===== src/rtl/stopwatch_pkg.sv =====
// Shared types and digit limits for the BCD stopwatch.
// Pure declarations; no logic, no latency, no flow control.
package stopwatch_pkg;

    typedef enum logic [1:0] {
        ST_IDLE  = 2'd0,
        ST_RUN   = 2'd1,
        ST_PAUSE = 2'd2,
        ST_LAP   = 2'd3
    } state_t;

    typedef logic [3:0] bcd_t;

    localparam bcd_t DIGIT_MAX_DEC = 4'd9;
    localparam bcd_t DIGIT_MAX_SEX = 4'd5;

endpackage


===== src/rtl/bcd_digit.sv =====
// One BCD counter digit with programmable top value and ripple carry out.
// Digit updates one cycle after inc; carry is combinational; no backpressure.
module bcd_digit
    import stopwatch_pkg::*;
(
    input  logic clk,
    input  logic rst,
    input  logic clr,
    input  logic inc,
    input  bcd_t limit,
    output bcd_t digit,
    output logic carry
);

    assign carry = inc && (digit == limit);

    // clr outranks inc so a same-cycle clear never leaves a stray increment
    always_ff @(posedge clk) begin
        if (!rst || clr) begin
            digit <= '0;
        end else if (inc) begin
            digit <= carry ? '0 : digit + 4'd1;
        end
    end

endmodule


===== src/rtl/bcd_stopwatch.sv =====
// MM:SS BCD stopwatch driven by a synchronized external tick, with run/pause/lap/clear.
// Tick to count: SYNC_STAGES+1 edges, disp one more; commands act in one cycle; no backpressure.
module bcd_stopwatch
    import stopwatch_pkg::*;
#(
    parameter int SYNC_STAGES = 2,
    parameter int MAX_MIN     = 99
) (
    input  logic        clk,
    input  logic        rst,
    input  logic        tick_in,
    input  logic        start_stop,
    input  logic        clear,
    input  logic        lap,
    output logic [15:0] disp,
    output logic        running,
    output logic        tick_seen,
    output logic        rollover
);

    localparam bcd_t MAX_TENS = bcd_t'(MAX_MIN / 10);
    localparam bcd_t MAX_ONES = bcd_t'(MAX_MIN % 10);

    logic [SYNC_STAGES-1:0] sync;
    logic [SYNC_STAGES-1:0] primed;
    logic                   prev;
    logic                   armed;
    state_t                 state;

    bcd_t sec_ones, sec_tens, min_ones, min_tens;
    logic c0, c1, c2, c3;
    logic counting, inc0, at_max, wrap, dclr;
    logic [15:0] live;

    // armed only after a real low has travelled the whole chain, so a level
    // already high when reset releases is not mistaken for a fresh edge
    always_ff @(posedge clk) begin
        if (!rst) begin
            sync   <= '0;
            primed <= '0;
            prev   <= 1'b0;
            armed  <= 1'b0;
        end else begin
            sync   <= {sync[SYNC_STAGES-2:0], tick_in};
            primed <= {primed[SYNC_STAGES-2:0], 1'b1};
            prev   <= sync[SYNC_STAGES-1];
            if (primed[SYNC_STAGES-1] && !sync[SYNC_STAGES-1]) begin
                armed <= 1'b1;
            end
        end
    end

    assign tick_seen = armed && sync[SYNC_STAGES-1] && !prev;

    assign counting = (state == ST_RUN) || (state == ST_LAP);
    assign inc0     = tick_seen && counting;
    assign at_max   = (min_tens == MAX_TENS) && (min_ones == MAX_ONES) &&
                      (sec_tens == DIGIT_MAX_SEX) && (sec_ones == DIGIT_MAX_DEC);
    // c3 only fires at 99:59, which is already the top when MAX_MIN is 99
    assign wrap     = !clear && ((inc0 && at_max) || c3);
    assign dclr     = clear || wrap;
    assign live     = {min_tens, min_ones, sec_tens, sec_ones};

    bcd_digit u_sec_ones (.clk(clk), .rst(rst), .clr(dclr), .inc(inc0),
                          .limit(DIGIT_MAX_DEC), .digit(sec_ones), .carry(c0));
    bcd_digit u_sec_tens (.clk(clk), .rst(rst), .clr(dclr), .inc(c0),
                          .limit(DIGIT_MAX_SEX), .digit(sec_tens), .carry(c1));
    bcd_digit u_min_ones (.clk(clk), .rst(rst), .clr(dclr), .inc(c1),
                          .limit(DIGIT_MAX_DEC), .digit(min_ones), .carry(c2));
    bcd_digit u_min_tens (.clk(clk), .rst(rst), .clr(dclr), .inc(c2),
                          .limit(DIGIT_MAX_DEC), .digit(min_tens), .carry(c3));

    always_ff @(posedge clk) begin
        if (!rst) begin
            state    <= ST_IDLE;
            running  <= 1'b0;
            disp     <= '0;
            rollover <= 1'b0;
        end else begin
            rollover <= wrap;
            if (clear) begin
                state   <= ST_IDLE;
                running <= 1'b0;
                disp    <= '0;
            end else if (start_stop) begin
                if (counting) begin
                    state   <= ST_PAUSE;
                    running <= 1'b0;
                end else begin
                    state   <= ST_RUN;
                    running <= 1'b1;
                end
                disp <= live;
            end else if (lap && state == ST_RUN) begin
                state <= ST_LAP;
                disp  <= live;
            end else if (lap && state == ST_LAP) begin
                state <= ST_RUN;
                disp  <= live;
            end else if (state != ST_LAP) begin
                disp <= live;
            end
        end
    end

endmodule


===== config.mk =====
export PLATFORM = sky130hd
export DESIGN_NAME = bcd_stopwatch
export DESIGN_NICKNAME = d
export VERILOG_FILES = /design/src/rtl/stopwatch_pkg.sv /design/src/rtl/bcd_digit.sv /design/src/rtl/bcd_stopwatch.sv
export SDC_FILE = /design/constraint.sdc
export NUM_CORES = 1
export LEC_CHECK = 0
export CELL_PAD_IN_SITES_DETAIL_PLACEMENT = 2
export CELL_PAD_IN_SITES_GLOBAL_PLACEMENT = 2
export CORE_UTILIZATION = 37
export DETAILED_ROUTE_END_ITERATION = 10
export PLACE_DENSITY_LB_ADDON = 0.1
export REMOVE_ABC_BUFFERS = 1
export SYNTH_ARGS = -nofsm -noshare
export SYNTH_HDL_FRONTEND = slang
export SYNTH_HIERARCHICAL = 1
export SYNTH_SLANG_ARGS = --single-unit

===== constraint.sdc =====
create_clock -name clk -period 8.02 [get_ports clk]
set_input_delay 1.203 -clock clk [delete_from_list [all_inputs] [get_ports clk]]
set_output_delay 1.203 -clock clk [all_outputs]
set_load 0.01 [all_outputs]

### After elaboration in Yosys (flattened, before gate mapping)

Index checks and enable logic that the tools add are counted.

| cells by class | value |
|---|---|
| reduce and logical (&&, ||, !) cells | 26 |
| bitwise operators | 1 |
| add/subtract/negate cells | 4 |
| equality and inequality tests | 7 |
| muxes and demuxes | 14 |

Operator list:

| kind | count |
|---|---|
| $mux W16 | 4 |
| $add A4 B1 Y4 const B | 4 |
| $mux W4 | 4 |
| $logic_and A1 B1 Y1 | 15 |
| $eq A4 B4 Y1 const B | 3 |
| $mux W2 | 4 |
| $eq A4 B3 Y1 const B | 1 |
| $logic_not A1 Y1 | 4 |
| $logic_or A1 B1 Y1 | 4 |
| $reduce_bool A4 Y1 | 1 |
| $reduce_bool A3 Y1 | 1 |
| $eq A2 B1 Y1 const B | 1 |
| $eq A2 B2 Y1 const B | 1 |
| $mux W1 | 2 |
| $ne A2 B2 Y1 const B | 1 |
| $reduce_or A2 Y1 | 1 |
| $not A1 Y1 | 1 |

| word-level totals | value |
|---|---|
| output and inout port bits | 19 |
| register bits after elaboration | 42 |
| input port bits | 6 |
| word-level logic and storage cells | 65 |

### Depth between registers and ports, before layout

| logic depth | value |
|---|---|
| depth in word-level cells | 11 |
| depth in mapped cells | 15 |
| mapped depth without buffers | 15 |

### Cells and area by module

Netlist, hierarchy kept.

By module, submodules not included:

| module | instances | cells each | area each (um^2) |
|---|---|---|---|
| bcd_stopwatch | 1 | 112 | 1032.2 |
| bcd_digit | 4 | 24 | 246.5 |

### Worst setup path after synthesis

Ideal clock, no wire load.

| path | value |
|---|---|
| path kind | reg-to-reg |
| start | register prev |
| end | register u_min_ones.digit[0] |
| period minus slack after synthesis | 2.980 ns |
| cell stages (with the launch flop) | 16 |
| data arrival time | 2.847 ns |
| path buffers | 0 |
| path slack | 5.040 ns |
| path through | dfxtp_1 -> and3b_1 -> nand2_1 -> inv_1 -> and4_4 -> and2_2 -> and4_4 -> and2_2 -> and4_4 -> and2_2 -> and4_4 -> and2_2 -> nor2_1 -> o21ai_0 -> nand2b_1 -> a211oi_1 |

| on the way | value |
|---|---|
| longest elaborated chain between the ends | 11 |
| elaborated cells on any way between the ends | 13 |
| classes of those cells | mux: 1; reduce/logical: 12 |

Ends and longest elaborated chain:

| element | RTL line | text |
|---|---|---|
| start, declared | bcd_stopwatch.sv:26 | `logic prev;` |
| start signal, assigned | bcd_stopwatch.sv:46 | `prev <= sync[SYNC_STAGES-1];` |
| $logic_not A1 Y1 | bcd_stopwatch.sv:53 | `assign tick_seen = armed && sync[SYNC_STAGES-1] && !prev;` |
| $logic_and A1 B1 Y1 | bcd_stopwatch.sv:53 |  |
| via tick_seen | bcd_stopwatch.sv:17 | `output logic tick_seen,` |
| $logic_and A1 B1 Y1 | bcd_stopwatch.sv:56 | `assign inc0 = tick_seen && counting;` |
| via inc0 | bcd_stopwatch.sv:32 | `logic counting, inc0, at_max, wrap, dclr;` |
| $logic_and A1 B1 Y1 | bcd_digit.sv:15 | `assign carry = inc && (digit == limit);` |
| via c0 | bcd_stopwatch.sv:31 | `logic c0, c1, c2, c3;` |
| $logic_and A1 B1 Y1 | bcd_digit.sv:15 |  |
| via c1 | bcd_stopwatch.sv:31 |  |
| [1 not listed] | - |  |
| via c2 | bcd_stopwatch.sv:31 |  |
| $logic_and A1 B1 Y1 | bcd_digit.sv:15 |  |
| via c3 | bcd_stopwatch.sv:31 |  |
| $logic_or A1 B1 Y1 | bcd_stopwatch.sv:60 | `assign wrap = !clear && ((inc0 && at_max) \|\| c3);` |
| $logic_and A1 B1 Y1 | bcd_stopwatch.sv:60 |  |
| $logic_or A1 B1 Y1 | bcd_stopwatch.sv:61 | `assign dclr = clear \|\| wrap;` |
| via dclr | bcd_stopwatch.sv:32 |  |
| $logic_or A1 B1 Y1 | bcd_digit.sv:19 | `if (!rst \|\| clr) begin` |
| end signal, assigned | bcd_digit.sv:22 | `digit <= carry ? '0 : digit + 4'd1;` |
| end, declared | bcd_digit.sv:11 | `output bcd_t digit,` |

The timed path passes the listed nets, and every way through them passes these cells.
A chain may end at the register's enable or synchronous reset.

### Final worst setup path

| path | value |
|---|---|
| start | register sync[1] |
| end | register u_min_ones.digit[1] |

| on the way | value |
|---|---|
| longest elaborated chain between the ends | 11 |
| elaborated cells on any way between the ends | 13 |
| classes of those cells | mux: 1; reduce/logical: 12 |

Ends and longest elaborated chain:

| element | RTL line | text |
|---|---|---|
| start, declared | bcd_stopwatch.sv:24 | `logic [SYNC_STAGES-1:0] sync;` |
| start signal, assigned | bcd_stopwatch.sv:44 | `sync <= {sync[SYNC_STAGES-2:0], tick_in};` |
| $logic_and A1 B1 Y1 (2 in series) | bcd_stopwatch.sv:53 |  |
| $logic_and A1 B1 Y1 | bcd_stopwatch.sv:56 |  |
| via inc0 | bcd_stopwatch.sv:32 |  |
| $logic_and A1 B1 Y1 | bcd_digit.sv:15 |  |
| via c0 | bcd_stopwatch.sv:31 |  |
| $logic_and A1 B1 Y1 | bcd_digit.sv:15 |  |
| via c1 | bcd_stopwatch.sv:31 |  |
| $logic_and A1 B1 Y1 | bcd_digit.sv:15 |  |
| via c2 | bcd_stopwatch.sv:31 |  |
| $logic_and A1 B1 Y1 | bcd_digit.sv:15 |  |
| via c3 | bcd_stopwatch.sv:31 |  |
| $logic_or A1 B1 Y1 | bcd_stopwatch.sv:60 |  |
| $logic_and A1 B1 Y1 | bcd_stopwatch.sv:60 |  |
| $logic_or A1 B1 Y1 | bcd_stopwatch.sv:61 |  |
| via dclr | bcd_stopwatch.sv:32 |  |
| $logic_or A1 B1 Y1 | bcd_digit.sv:19 |  |

The timed path passes the listed nets, and every way through them passes these cells.

==> metrics.cfg <==
[run_status]
status = finished, final reports clean

[logic_synthesis]
syn_area_per_cell_um2 = 9.70
yosysWarnings = 6
synth_top_family_by_area = simple AND/OR/NAND/NOR gates
ys_seq_area_share_pct = 41.7
synth.top_cells.by_area = dfxtp_1 42%, xnor2_1 9.1%, nand2_1 6.7%
synthAdderAreaFrac_pct = 2.48
synthDominantCellAreaShare_pct = 41.7
synthFlopType = dfxtp_1
synth-xor-area-share_pct = 12.6
async_reset_ff_share_pct = 0
synth_compound_area_share_pct = 13.9
ys_types = 34
synthCells = 208
synth.cell_area_um2 = 2020
synth_edf_count = 0
ys_seq_elements = 42
synth-simple-area-share_pct = 24.1
synthMuxAreaShare_pct = 1.98
yosys.area.top_type = dfxtp_1

[critical_path]
r2r_start = sync[1]
cp_slowest_stage_delay_ps = 360
timing.rr.end = u_min_ones/digit[1]
critPathBufInv = 1
critPathArrivalTime_ps = 3570
worst_setup_path_end_kind = flop
reg2regPathDepth = 15
cp-endpoint = u_min_ones/digit[1]
reg2reg_slack_ps = 4600
required_ps = 8180
cp_cell_sequence = and3b_1 > nand2_1 > inv_1 > and4_4 > and2_2 > and4_4 > and2_2 > and4_4 > and2_2 > and4_4 > and2_2 > nor2_1 > o21ai_0 > nand2b_1 > a211oi_1
crit_path_top_delay_cell = dfxtp_1
cp-startpoint = sync[1]
path_delay_family = simple AND/OR/NAND/NOR gates
worstSetupPathType = reg2reg
crit_path_max_fanout = 6
start_kind = flop
crit_cells = 15

[cells_and_area]
diodes = 0
final_util_pct = 47.7
multiInputGateArea_um2 = 1200
finalInstanceArea_um2 = 2460
syn_to_final_growth_pct = 22.1
fillers = 558
drive_above_1_share_pct = 10.5
final_net_count = 265
regArea_um2 = 841

[timing]
finalHoldViolCount = 0
whs_ps = 435
relSlewSlack_pct = 26.6
min_period_ps = 3420
finalCritPeriodShare_pct = 42.6
finClkSkew_ps = 7.10
worst_slack_ps = 4600
tns_ps = 0
slew_violations = 0
fmax_mhz = 293
finalSetupViolCount = 0
rsz0062_at_grt = false
worst_pin_slew_ps = 1100

[grt]
grt_pass1_vias = 1627
grtUsageTotal_pct = 19.8
grt_pass1_wl_um = 8250
grt_overflow_total = 0
use_met3_pct = 4.37
antenna_found_initial = 0
use_met1_pct = 26.1
grt.busiest_layer = met2
use_met2_pct = 32.4
grt_max_degree = 21

[floorplan]
row_count = 26
fp.coreArea_um2 = 5170
pin_count = 25
die_y_um = 75.9
initial_core_util_pct = 39.0
die_w_um = 75.9
dieArea_um2 = 5750

[cts]
cts.root.buffer_cell = clkbuf_8
cts_sinks = 42
htree_levels = 2
cts_buffers = 5
cts_tree = yes
cts_resized = 0
clockBufferDepth = 2
post-cts-setup-buffers = 0
cts_hold_buf = 0
cts.clk_slew.worst_paths_ps = 80
insertion_delay_ps = 290

[drt]
final_antenna_net_count = 0
dr_total_vias = 1583
routed_wl_um = 5020
drt-vias-per-instance = 4.86
wire_per_inst_um = 15.4
drtIter0Drc = 41
post-route-drc-count = 0
firstDrtPassIters = 4

[placed_design]
dpl.hpwl_um = 3820
dp_slack_ps = 4640
gp_congestion = 0.727
placed_area_um2 = 2370
io_buffers = 24

[flow_run]
maxCapViolations = 0

[pwr]
max-vdd-ir-drop_uv = 59.2
leakagePower_nw = 0.793
power.density_nw_per_um2 = 149

[min_path]
hold_class = reg2reg

power by group:
part	internal [mW]	switching, mW	leakage [nW]
combinational	0.00867	0.0112	0.405
sequential	0.210	0.00127	0.340
clock	0.0694	0.0666	0.0482
how the worst min path moves through the flow:
stage                 to  cells past startpoint      start
2_1_floorplan  primed[1]                      1  primed[0]
3_3_place_gp   primed[1]                      1  primed[0]
3_5_place_dp   primed[1]                      1  primed[0]
4_1_cts        primed[1]                      1  primed[0]
5_1_grt        primed[1]                      1  primed[0]
6_report       primed[1]                      1  primed[0]
registers in the layout (all words and copies together) (netlist names), 2 cells and up:
register,cells
state,2
u_sec_tens/digit,4
u_min_tens/digit,4
disp,16
u_min_ones/digit,4
sync,2
u_sec_ones/digit,4
primed,2
layout by cell type (no fill, tap or decap):
| master | n |
|---|---|
| nand4_1 | 5 |
| nand2_1 | 36 |
| xnor2_1 | 21 |
| o31ai_1 | 1 |
| and3b_1 | 1 |
| a211oi_1 | 13 |
| nand2_2 | 2 |
| clkbuf_1 | 1 |
| and2_1 | 4 |
| nor2_1 | 3 |
| a21oi_2 | 10 |
| nand4bb_1 | 1 |
| o21ai_0 | 2 |
| nand4b_1 | 4 |
| nor2b_1 | 2 |
| conb_1 | 24 |
| ha_1 | 4 |
| nand3b_1 | 6 |
| and4_4 | 4 |
| o21a_1 | 1 |
| and4bb_1 | 1 |
| nand2b_1 | 5 |
| nor4bb_1 | 4 |
| clkbuf_8 | 6 |
| clkinv_2 | 1 |
| xor2_1 | 8 |
| clkdlybuf4s50_1 | 24 |
| a21oi_1 | 7 |
| inv_1 | 1 |
| and2_2 | 4 |
| mux2i_1 | 4 |
| a311oi_1 | 4 |
| dfxtp_1 | 42 |
through the flow:
| step | cells | total power [mW] |
|---|---|---|
| floorplan | 224 | 0.229 |
| global placement | 318 | 0.236 |
| detailed placement | 318 | 0.236 |
| CTS | 326 | 0.372 |
| global route | 326 | 0.385 |
| finish | 326 | 0.368 |
cell families (layout without fill, tap and decap cells):
family	count (synthesis)	in the layout
AO/OA/AOI/OAI	38	38
multiplexers	4	4
buffers and inverters	7	33
flip-flops	42	42
AND/OR/NAND/NOR	82	82
adder cells (fa/ha/maj)	4	4
other	2	24
XOR/XNOR	29	29
cell type report:
cell class,instances,area share [%]
clock inverters,1,0.203
repair buffers,24,9.75
well taps,70,3.55
multi-input cells,181,48.7
clock buffers,7,3.50
inverters,1,0.152
flip-flops and latches,42,34.1
synth_stat cells (2+ instances only):
master	instances
and2_1	4
ha_1	4
nand2_2	2
nor4bb_1	4
o21ai_0	2
a311oi_1	4
a21oi_1	7
a21oi_2	10
nand2b_1	5
xor2_1	8
conb_1	2
nand4_1	5
a211oi_1	13
buf_4	2
xnor2_1	21
nor2b_1	2
and4_4	4
nand3b_1	6
mux2i_1	4
nor2_1	3
nand4b_1	4
nand2_1	36
dfxtp_1	42
and2_2	4
metal layers:
| metal | up-vias | part of all wire [%] | wire, µm |
|---|---|---|---|
| met2 | 23 | 47 | 2340 |
| met1 | 756 | 50 | 2530 |
| met3 | 2 | 2.3 | 114 |
| li1 | 802 | - | - |
| met5 | - | 0 | 0 |
| met4 | 0 | 0.82 | 41 |
No activity file was read; power rests on OpenSTA's default activity.
